### src/rtl/dac_sched_pkg.sv
// Shared types and helpers for the DAC scheduler: FSM state encoding, default
// word width and a clog2 helper that never returns less than 1.
package dac_sched_pkg;

  typedef enum logic [1:0] {
    IDLE  = 2'd0,
    LOAD  = 2'd1,
    SHIFT = 2'd2,
    GAP   = 2'd3
  } state_e;

  localparam int DATA_W_DFLT = 16;

  // Minimum of 1 keeps one-entry counters and indices legal vectors.
  function automatic int idx_w(input int n);
    int w;
    w = 1;
    while ((1 << w) < n) w++;
    return w;
  endfunction

endpackage

### src/rtl/dac_rr_arbiter.sv
// Winner selection for the DAC scheduler. Fixed priority (lowest index) by default;
// define DAC_SCHED_ROUNDROBIN_EN for round-robin with a grant-advanced pointer.
module dac_rr_arbiter
  import dac_sched_pkg::*;
#(
  parameter int N_REQ = 4,
  parameter int ID_W  = idx_w(N_REQ)
) (
`ifdef DAC_SCHED_ROUNDROBIN_EN
  input  logic             clk_i,
  input  logic             rst_i,
  input  logic             grant_i,
`endif
  input  logic [N_REQ-1:0] req_i,
  output logic             valid_o,
  output logic [ID_W-1:0]  winner_o
);

`ifdef DAC_SCHED_ROUNDROBIN_EN
  logic [ID_W-1:0] ptr_q;

  // Pointer starts at the last index so the first search begins at 0.
  always_ff @(posedge clk_i or posedge rst_i) begin
    if (rst_i) begin
      ptr_q <= ID_W'(N_REQ - 1);
    end else if (grant_i) begin
      ptr_q <= winner_o;
    end
  end

  // Walk offsets from farthest to nearest so the nearest asserted request wins.
  always_comb begin
    winner_o = '0;
    valid_o  = 1'b0;
    for (int off = N_REQ; off >= 1; off--) begin
      if (req_i[(int'(ptr_q) + off) % N_REQ]) begin
        winner_o = ID_W'((int'(ptr_q) + off) % N_REQ);
        valid_o  = 1'b1;
      end
    end
  end
`else
  always_comb begin
    winner_o = '0;
    valid_o  = 1'b0;
    for (int k = N_REQ - 1; k >= 0; k--) begin
      if (req_i[k]) begin
        winner_o = ID_W'(k);
        valid_o  = 1'b1;
      end
    end
  end
`endif

endmodule

### src/rtl/dac_scheduler.sv
// Shares one Dac_ctrl between N_REQ requesters: one frame per grant, then a gap.
// Round-robin arbitration when DAC_SCHED_ROUNDROBIN_EN is defined, else fixed priority.
//   state | meaning
//   IDLE  | waiting; arbitrates once busy has dropped
//   LOAD  | capture winner word, pulse ack
//   SHIFT | frame in progress (dac_ctrl low, one clock later)
//   GAP   | inter-frame gap, frame_done on the last cycle
module dac_scheduler
  import dac_sched_pkg::*;
#(
  parameter int N_REQ        = 4,
  parameter int DATA_W       = DATA_W_DFLT,
  parameter int FRAME_CYCLES = 70,
  parameter int GAP_CYCLES   = 4
) (
  input  logic                      clk_in,
  input  logic                      rst,
  input  logic [N_REQ-1:0]          req,
  input  logic [N_REQ*DATA_W-1:0]   req_dato,
  output logic [N_REQ-1:0]          ack,
  output logic                      dac_ctrl,
  output logic [DATA_W-1:0]         dac_dato,
  output logic                      busy,
  output logic [idx_w(N_REQ)-1:0]   grant_id,
  output logic                      frame_done
);

  localparam int ID_W  = idx_w(N_REQ);
  localparam int CNT_W = idx_w((FRAME_CYCLES > GAP_CYCLES) ? FRAME_CYCLES : GAP_CYCLES);
  localparam logic [CNT_W-1:0] FRAME_TC = CNT_W'(FRAME_CYCLES - 1);
  localparam logic [CNT_W-1:0] GAP_TC   = CNT_W'(GAP_CYCLES - 1);

  state_e             state_q, state_d;
  logic [CNT_W-1:0]   cnt_q, cnt_d;
  logic [ID_W-1:0]    grant_id_q, grant_id_d;
  logic [N_REQ-1:0]   ack_q, ack_d;
  logic [DATA_W-1:0]  dac_dato_q, dac_dato_d;
  logic               dac_ctrl_q, dac_ctrl_d;
  logic               busy_q, busy_d;
  logic               frame_done_q, frame_done_d;

  logic               arb_valid;
  logic [ID_W-1:0]    arb_winner;
  logic               arb_grant;

  dac_rr_arbiter #(
    .N_REQ (N_REQ),
    .ID_W  (ID_W)
  ) u_arb (
`ifdef DAC_SCHED_ROUNDROBIN_EN
    .clk_i    (clk_in),
    .rst_i    (rst),
    .grant_i  (arb_grant),
`endif
    .req_i    (req),
    .valid_o  (arb_valid),
    .winner_o (arb_winner)
  );

  always_comb begin
    state_d      = state_q;
    cnt_d        = cnt_q;
    grant_id_d   = grant_id_q;
    ack_d        = '0;
    dac_dato_d   = dac_dato_q;
    frame_done_d = 1'b0;
    arb_grant    = 1'b0;
    dac_ctrl_d   = (state_q != SHIFT);
    busy_d       = (state_q != IDLE);

    unique case (state_q)
      IDLE: begin
        // Waiting for busy to fall guarantees one visible idle clock between frames.
        if (arb_valid && !busy_q) begin
          state_d    = LOAD;
          grant_id_d = arb_winner;
          arb_grant  = 1'b1;
          cnt_d      = '0;
        end
      end
      LOAD: begin
        ack_d[grant_id_q] = 1'b1;
        dac_dato_d        = req_dato[int'(grant_id_q)*DATA_W +: DATA_W];
        state_d           = SHIFT;
        cnt_d             = '0;
      end
      SHIFT: begin
        if (cnt_q == FRAME_TC) begin
          state_d = GAP;
          cnt_d   = '0;
        end else begin
          cnt_d = cnt_q + 1'b1;
        end
      end
      GAP: begin
        if (cnt_q == GAP_TC) begin
          state_d      = IDLE;
          cnt_d        = '0;
          frame_done_d = 1'b1;
        end else begin
          cnt_d = cnt_q + 1'b1;
        end
      end
      default: begin
        state_d = IDLE;
        cnt_d   = '0;
      end
    endcase
  end

  always_ff @(posedge clk_in or posedge rst) begin
    if (rst) begin
      state_q      <= IDLE;
      cnt_q        <= '0;
      grant_id_q   <= '0;
      ack_q        <= '0;
      dac_dato_q   <= '0;
      dac_ctrl_q   <= 1'b1;
      busy_q       <= 1'b0;
      frame_done_q <= 1'b0;
    end else begin
      state_q      <= state_d;
      cnt_q        <= cnt_d;
      grant_id_q   <= grant_id_d;
      ack_q        <= ack_d;
      dac_dato_q   <= dac_dato_d;
      dac_ctrl_q   <= dac_ctrl_d;
      busy_q       <= busy_d;
      frame_done_q <= frame_done_d;
    end
  end

  assign ack        = ack_q;
  assign dac_ctrl   = dac_ctrl_q;
  assign dac_dato   = dac_dato_q;
  assign busy       = busy_q;
  assign grant_id   = grant_id_q;
  assign frame_done = frame_done_q;

endmodule
### config.mk
export PLATFORM = sky130hd
export DESIGN_NAME = dac_scheduler
export DESIGN_NICKNAME = d
export VERILOG_FILES = /design/src/rtl/dac_sched_pkg.sv /design/src/rtl/dac_rr_arbiter.sv /design/src/rtl/dac_scheduler.sv
export SDC_FILE = /design/constraint.sdc
export NUM_CORES = 1
export LEC_CHECK = 0
export CORE_UTILIZATION = 36
export DETAILED_ROUTE_END_ITERATION = 8
export PLACE_DENSITY_LB_ADDON = 0.2
export SLEW_MARGIN = 20
export SYNTH_ARGS = -nofsm -noshare
export SYNTH_HDL_FRONTEND = slang
export SYNTH_SLANG_ARGS = --single-unit
### constraint.sdc
create_clock -name clk_in -period 1.6 [get_ports clk_in]
set_input_delay 0.32 -clock clk_in [delete_from_list [all_inputs] [get_ports clk_in]]
set_output_delay 0.32 -clock clk_in [all_outputs]
set_load 0.005 [all_outputs]
==> results of run 1 <==
synthesized netlist by cell type (2+ instances only):
cell type | n | area, um2
inv_1 | 7 | 26.3
o21a_1 | 2 | 15.0
nand3_1 | 3 | 15.0
nand2_1 | 9 | 33.8
clkbuf_1 | 4 | 15.0
ha_1 | 7 | 87.6
a21oi_1 | 2 | 10.0
o21ai_0 | 6 | 30.0
nand2b_1 | 2 | 12.5
o211ai_1 | 4 | 30.0
dfrtp_1 | 33 | 826
mux4_2 | 16 | 360
mux2_2 | 16 | 180
nor2_1 | 7 | 26.3
nand4b_1 | 2 | 17.5
buf_2 | 2 | 10.0
o31ai_1 | 2 | 15.0
area by class of cell:
cell class	instances	share of cell area, %
Timing Repair Buffer	121	36.2
Multi-Input combinational cell	95	30.2
Tap cell	70	2.65
Clock buffer	6	2.50
Clock inverter	2	1.82
Sequential cell	34	25.8
Inverter	7	0.796
report_power, final:
part / switching, mW / total [mW] / internal (mW)
logic: 0.127 / 0.487 / 0.360
clock network: 0.307 / 0.972 / 0.664
registers: 0.0251 / 0.933 / 0.908
per-stage QoR:
stage | hold WS (ps) | utilization [%] | setup WS [ps]
after floorplan | 418 | - | -165
after global placement | 489 | 61.0 | -221
after detailed placement | 495 | 61.0 | -235
after CTS | 393 | 64.3 | -123
after global routing | 424 | 64.6 | -185
final | 391 | 64.6 | -145
registers in the layout (all words and copies together), names as in the netlist:
name        cells
dac_dato       16
cnt_q           7
ack             4
grant_id        2
state_q         2
busy            1
dac_ctrl        1
frame_done      1
timing repair:
| action | CTS | global route |
|---|---|---|
| setup buffers | 2 | 2 |
| pin swaps | 3 | 2 |
| resized for setup | 4 | 0 |
| setup endpoints to repair | 11 | 9 |
routing by layer:
layer | share of wire, % | track usage (%) | vias to the layer above
li1 | - | - | 784
met5 | 0 | 0 | -
met1 | 41 | 20.6 | 799
met2 | 49 | 29.9 | 80
met4 | 0.67 | 4.40 | 0
met3 | 9.6 | 4.82 | 3
tightest hold or removal path, stage by stage:
cell and delay (ps):
clkdlybuf4s50_1 400, inv_1 100, buf_12 210
logic make-up after synthesis:
logic type / count (synthesis) / share of synthesized area, %
flip-flops: 34 / 44.7
AND/OR/NAND/NOR: 33 / 10.3
multiplexers: 34 / 29.6
adder cells (fa/ha/maj): 7 / 4.59
XOR/XNOR: 1 / 0.459
AO/OA/AOI/OAI: 20 / 7.08
buffers and inverters: 14 / 3.28
worst paths after layout:
| kind | end | slack (ps) | cells after the start |
|---|---|---|---|
| worst max-delay path | state_q[1]$_DFFE_PP0P_ | -140 | 4 |
| worst min-delay path | dac_dato[1]$_DFFE_PP0P_ | 390 | 3 |
| worst max register to register | state_q[1]$_DFFE_PP0P_ | -140 | 4 |
| worst min register to register | dac_dato[12]$_DFFE_PP0P_ | 510 | 1 |
| max in group asynchronous | dac_ctrl$_DFF_PP1_ | 960 | 3 |
| min in group clk_in | dac_dato[12]$_DFFE_PP0P_ | 510 | 1 |
==> flow_summary.yaml, run 1 <==
outcome:
  status: "complete, but fails checks"
  violations: "negative setup slack"
floorplanning:
  die_area_um2: 5600
  die_x_um: 74.8
  chipHeight_um: 74.8
  start_util_pct: 37.4
  ios: 95
  core_um2: 5110
  rows: 26
pwr:
  power.density_nw_per_um2: 724
  p_leak_nw: 1.35
  irDropWorstVdd_mv: 0.424
  total_power_mw: 2.39
placed_design:
  dp_cells: 323
  place_area_um2: 3110
  numPortBuffers: 94
  dp_hpwl_mm: 3.73
  gp_congestion: 0.750
timing:
  worst_slew_pin_slew_ps: 344
  slew_headroom_pct: 76.9
  setup-tns-final_ps: -676
  finalClockSkew_ps: 10.0
  rsz0062_at_grt: "yes"
  setup_viol: 9
  max_freq_ghz: 0.573
  timing.final.hold_violations: 0
  min_period_over_period_pct: 109
  min_period_ps: 1740
  fin_ws_ps: -145
  slew_violations: 0
grt:
  grt_start_max_net_pins: 35
  antenna_found_initial: 0
  grt-ovfl-total: 0
  track_usage_pct: 17.0
  grt_pass1_wl_mm: 7.18
  grt_pass1_vias: 1589
cts:
  cts-root-buf: "clkbuf_8"
  clk_latency_ps: 280
  path_clk_slew_ps: 70
  cts_hold_buffers: 0
  cts.htree.levels: 2
  cts_inserted_buffers: 5
  clockBufferDepth: 2
  cts_tree: "built"
  cts.sinks: 34
final_layout:
  drive_above_1_share_pct: 27.9
  layout_common_cells: "92 x clkdlybuf4s50_1, 33 x dfrtp_1, 22 x buf_4, 16 x mux4_2, 16 x mux2_2"
  fin_cells: 335
  multi_input_area_um2: 997
  fin_area_um2: 3300
  area_growth_pct: 73.0
  nNetsFinal: 341
  regArea_um2: 852
  fill_cells: 423
  mostFrequentLayoutCell: "clkdlybuf4s50_1"
  n_antenna_cell: 0
synth:
  ys.warnings.count: 0
  ys_types: 36
  syn-cell-area_um2: 1910
  synth_ff_type: "dfrtp_1"
  synthCells: 143
  avgSynthCellArea_um2: 13.3
  syn_nets: 220
  yosysSeqAreaShare_pct: 44.7
  synth_edf_count: 0
  ys_ff_latch: 34
  ys_async_sr_fraction_pct: 100
drt:
  wl_mm: 4.77
  wl_per_cell_um: 14.2
  drt-initial-drc-count: 51
  via_count: 1666
  via_per_inst: 4.97
  drc: 0
  ant_nets: 0
  dr.pass1.iters: 4
critical_path:
  critPathMaxStageDelay_ps: 400
  cp_top_family: "simple AND/OR/NAND/NOR gates"
  crit_type: "reg2reg"
  r2r_start: "cnt_q[5]$_DFFE_PP0P_"
  crit_buf_inv: 0
  worstSetupEndpointType: "register"
  cpMaxStageDelayCell: "or3_4"
  crit_start: "cnt_q[5]$_DFFE_PP0P_"
  crit_required_ps: 1760
  cp-start-kind: "register"
  cp_cell_sequence: "or3_4, o31a_1, nor3_4, mux2_4"
  worstPathMaxFanout: 4
  cp.arrival_ps: 1910
worst_hold_path:
  hp-class: "in2async"
job:
  cap_violations: 0
No activity file was read; power rests on OpenSTA's default activity.
==> run 2, diff against run 1 <==
--- a/config.mk
+++ b/config.mk
@@ -6,6 +6,7 @@
 export NUM_CORES = 1
 export LEC_CHECK = 0
 export CORE_UTILIZATION = 36
+export CTS_CLUSTER_SIZE = 40
 export DETAILED_ROUTE_END_ITERATION = 8
 export PLACE_DENSITY_LB_ADDON = 0.2
 export SLEW_MARGIN = 20
==> results of run 2 <==
The final DEF is identical to that of run 1; final timing and power are the same.
==> run 3, diff against run 2 <==
--- a/config.mk
+++ b/config.mk
@@ -5,6 +5,7 @@
 export SDC_FILE = /design/constraint.sdc
 export NUM_CORES = 1
 export LEC_CHECK = 0
+export CORE_ASPECT_RATIO = 0.5
 export CORE_UTILIZATION = 36
 export CTS_CLUSTER_SIZE = 40
 export DETAILED_ROUTE_END_ITERATION = 8
==> run 3 against run 2 <==
Net effect:
- the run still ends with negative setup slack left
- clock-buffer cell count increased by 2
- combinational power about the same
- worst setup slack improved by 27 ps
- critical path depth increased by 1
- non-clock buffer count increased by 1
- via count increased by 0.48%
- worst hold slack got worse by 23 ps
- fmax increased by 1.6%
- first-iteration DRC count decreased by 3.9%
- die area increased by 0.33%
- sequential share of layout area about the same
- global-route usage increased by 1.6 points
- largest cell class unchanged
- largest power group is now sequential cells
- highest routed layer unchanged
==> flow_summary.yaml, run 3 (synthesized netlist as in run 1, its figures left out) <==
pwr:
  p_leak_nw: 1.34
  irDropWorstVdd_mv: 0.415
  total_power_mw: 2.18
  power.density_nw_per_um2: 660
timing:
  slew_violations: 0
  worst_slew_pin_slew_ps: 374
  rsz0062_at_grt: "yes"
  timing.final.hold_violations: 0
  max_freq_ghz: 0.582
  min_period_ps: 1720
  fin_ws_ps: -117
  setup_viol: 7
  slew_headroom_pct: 74.8
  min_period_over_period_pct: 107
  finalClockSkew_ps: 3.46
job:
  cap_violations: 0
placed_design:
  place_area_um2: 3100
  dp_cells: 321
  place_ws_ps: -276
  numPortBuffers: 94
  dp_hpwl_mm: 3.72
  gp_congestion: 0.802
drt:
  wl_per_cell_um: 14.8
  via_count: 1674
  drc: 0
  wl_mm: 4.96
  ant_nets: 0
  dr.pass1.iters: 4
  via_per_inst: 4.98
  drt-initial-drc-count: 49
cts:
  cts-root-buf: "clkbuf_8"
  cts.htree.levels: 2
  cts_tree: "built"
  clk_latency_ps: 290
  cts_inserted_buffers: 5
  cts.sinks: 34
  path_clk_slew_ps: 70
  clockBufferDepth: 2
final_layout:
  n_antenna_cell: 0
  post-route-util_pct: 65.7
  layout_common_cells: "92 x clkdlybuf4s50_1, 32 x dfrtp_1, 23 x buf_4, 16 x mux4_2, 16 x mux2_2"
  mostFrequentLayoutCell: "clkdlybuf4s50_1"
  nNetsFinal: 342
  largest_reg_flops: 16
  area_growth_pct: 72.9
  fin_cells: 336
  fin_area_um2: 3300
  drive_above_1_share_pct: 30.1
grt:
  grt_pass1_wl_mm: 7.75
  track_usage_pct: 18.7
  grt-ovfl-total: 0
  antenna_found_initial: 0
  grt_start_max_net_pins: 22
  grt_pass1_vias: 1711
critical_path:
  worstSetupEndpointType: "register"
  cp.arrival_ps: 1880
  worstPathMaxFanout: 3
  crit_required_ps: 1760
  cp-start-kind: "register"
  crit_type: "reg2reg"
outcome:
  violations: "negative setup slack"
  status: "complete, but fails checks"
floorplanning:
  rows: 18
  chipHeight_um: 53.5
  core_um2: 5020
  die_x_um: 105
  start_util_pct: 38.0
  ios: 95
  die_area_um2: 5610
worst_hold_path:
  hp-class: "in2async"
==> run 3: path summary, 6_finish.rpt <==
path / start / to / slack, ps / depth (start not counted)
worst max-delay path: cnt_q[5]$_DFFE_PP0P_ / cnt_q[4]$_DFFE_PP0P_ / -120 / 5
worst min-delay path: rst / state_q[0]$_DFFE_PP0P_ / 370 / 3
worst max register to register: cnt_q[5]$_DFFE_PP0P_ / cnt_q[4]$_DFFE_PP0P_ / -120 / 5
worst min register to register: dac_dato[3]$_DFFE_PP0P_ / dac_dato[3]$_DFFE_PP0P_ / 510 / 1
max in group asynchronous: rst / dac_dato[15]$_DFFE_PP0P_ / 970 / 3
min in group clk_in: dac_dato[3]$_DFFE_PP0P_ / dac_dato[3]$_DFFE_PP0P_ / 510 / 1
==> run 3: final cells by class <==
type	count	area, um2
Fill cell	403	1720
Timing Repair Buffer	122	1210
Multi-Input combinational cell	95	1010
Sequential cell	34	853
Clock buffer	8	110
Tap cell	70	87.6
Inverter	7	26.3
==> run 3: per-layer routing <==
metal	routed length [um]	up-vias	GRT usage, %
met4	86	0	7.75
met2	2580	49	35.2
met1	2030	831	20.4
li1	-	784	-
met3	258	10	5.54
met5	0	-	0
==> run 3: through the flow <==
step	TNS [ps]	hold slack, ps
floorplan	-189	418
global placement	-1630	488
detailed placement	-2020	494
CTS	-653	371
global route	-992	408
finish	-521	369
==> run 3: critical path, cell delays in order (launching register included) <==
cell and delay [ps]:
dfrtp_1 400, or3_4 400, o31a_1 310, buf_4 160
o211ai_1 190, o211ai_1 120
==> run 3: power by group <==
group	total [mW]	internal, mW	switching, mW	leakage, nW
registers	0.932	0.908	0.0245	0.411
clock network	0.758	0.435	0.323	0.0575
logic	0.487	0.362	0.125	0.875
==> run 3: repair_timing <==
action | 4_1_cts | 5_1_grt
hold buffers | 0 | 0
gates resized for setup | 4 | 7
endpoints found under the setup margin | 10 | 18
gates cloned | 0 | 1
pin swaps | 3 | 0
setup buffers | 5 | 2
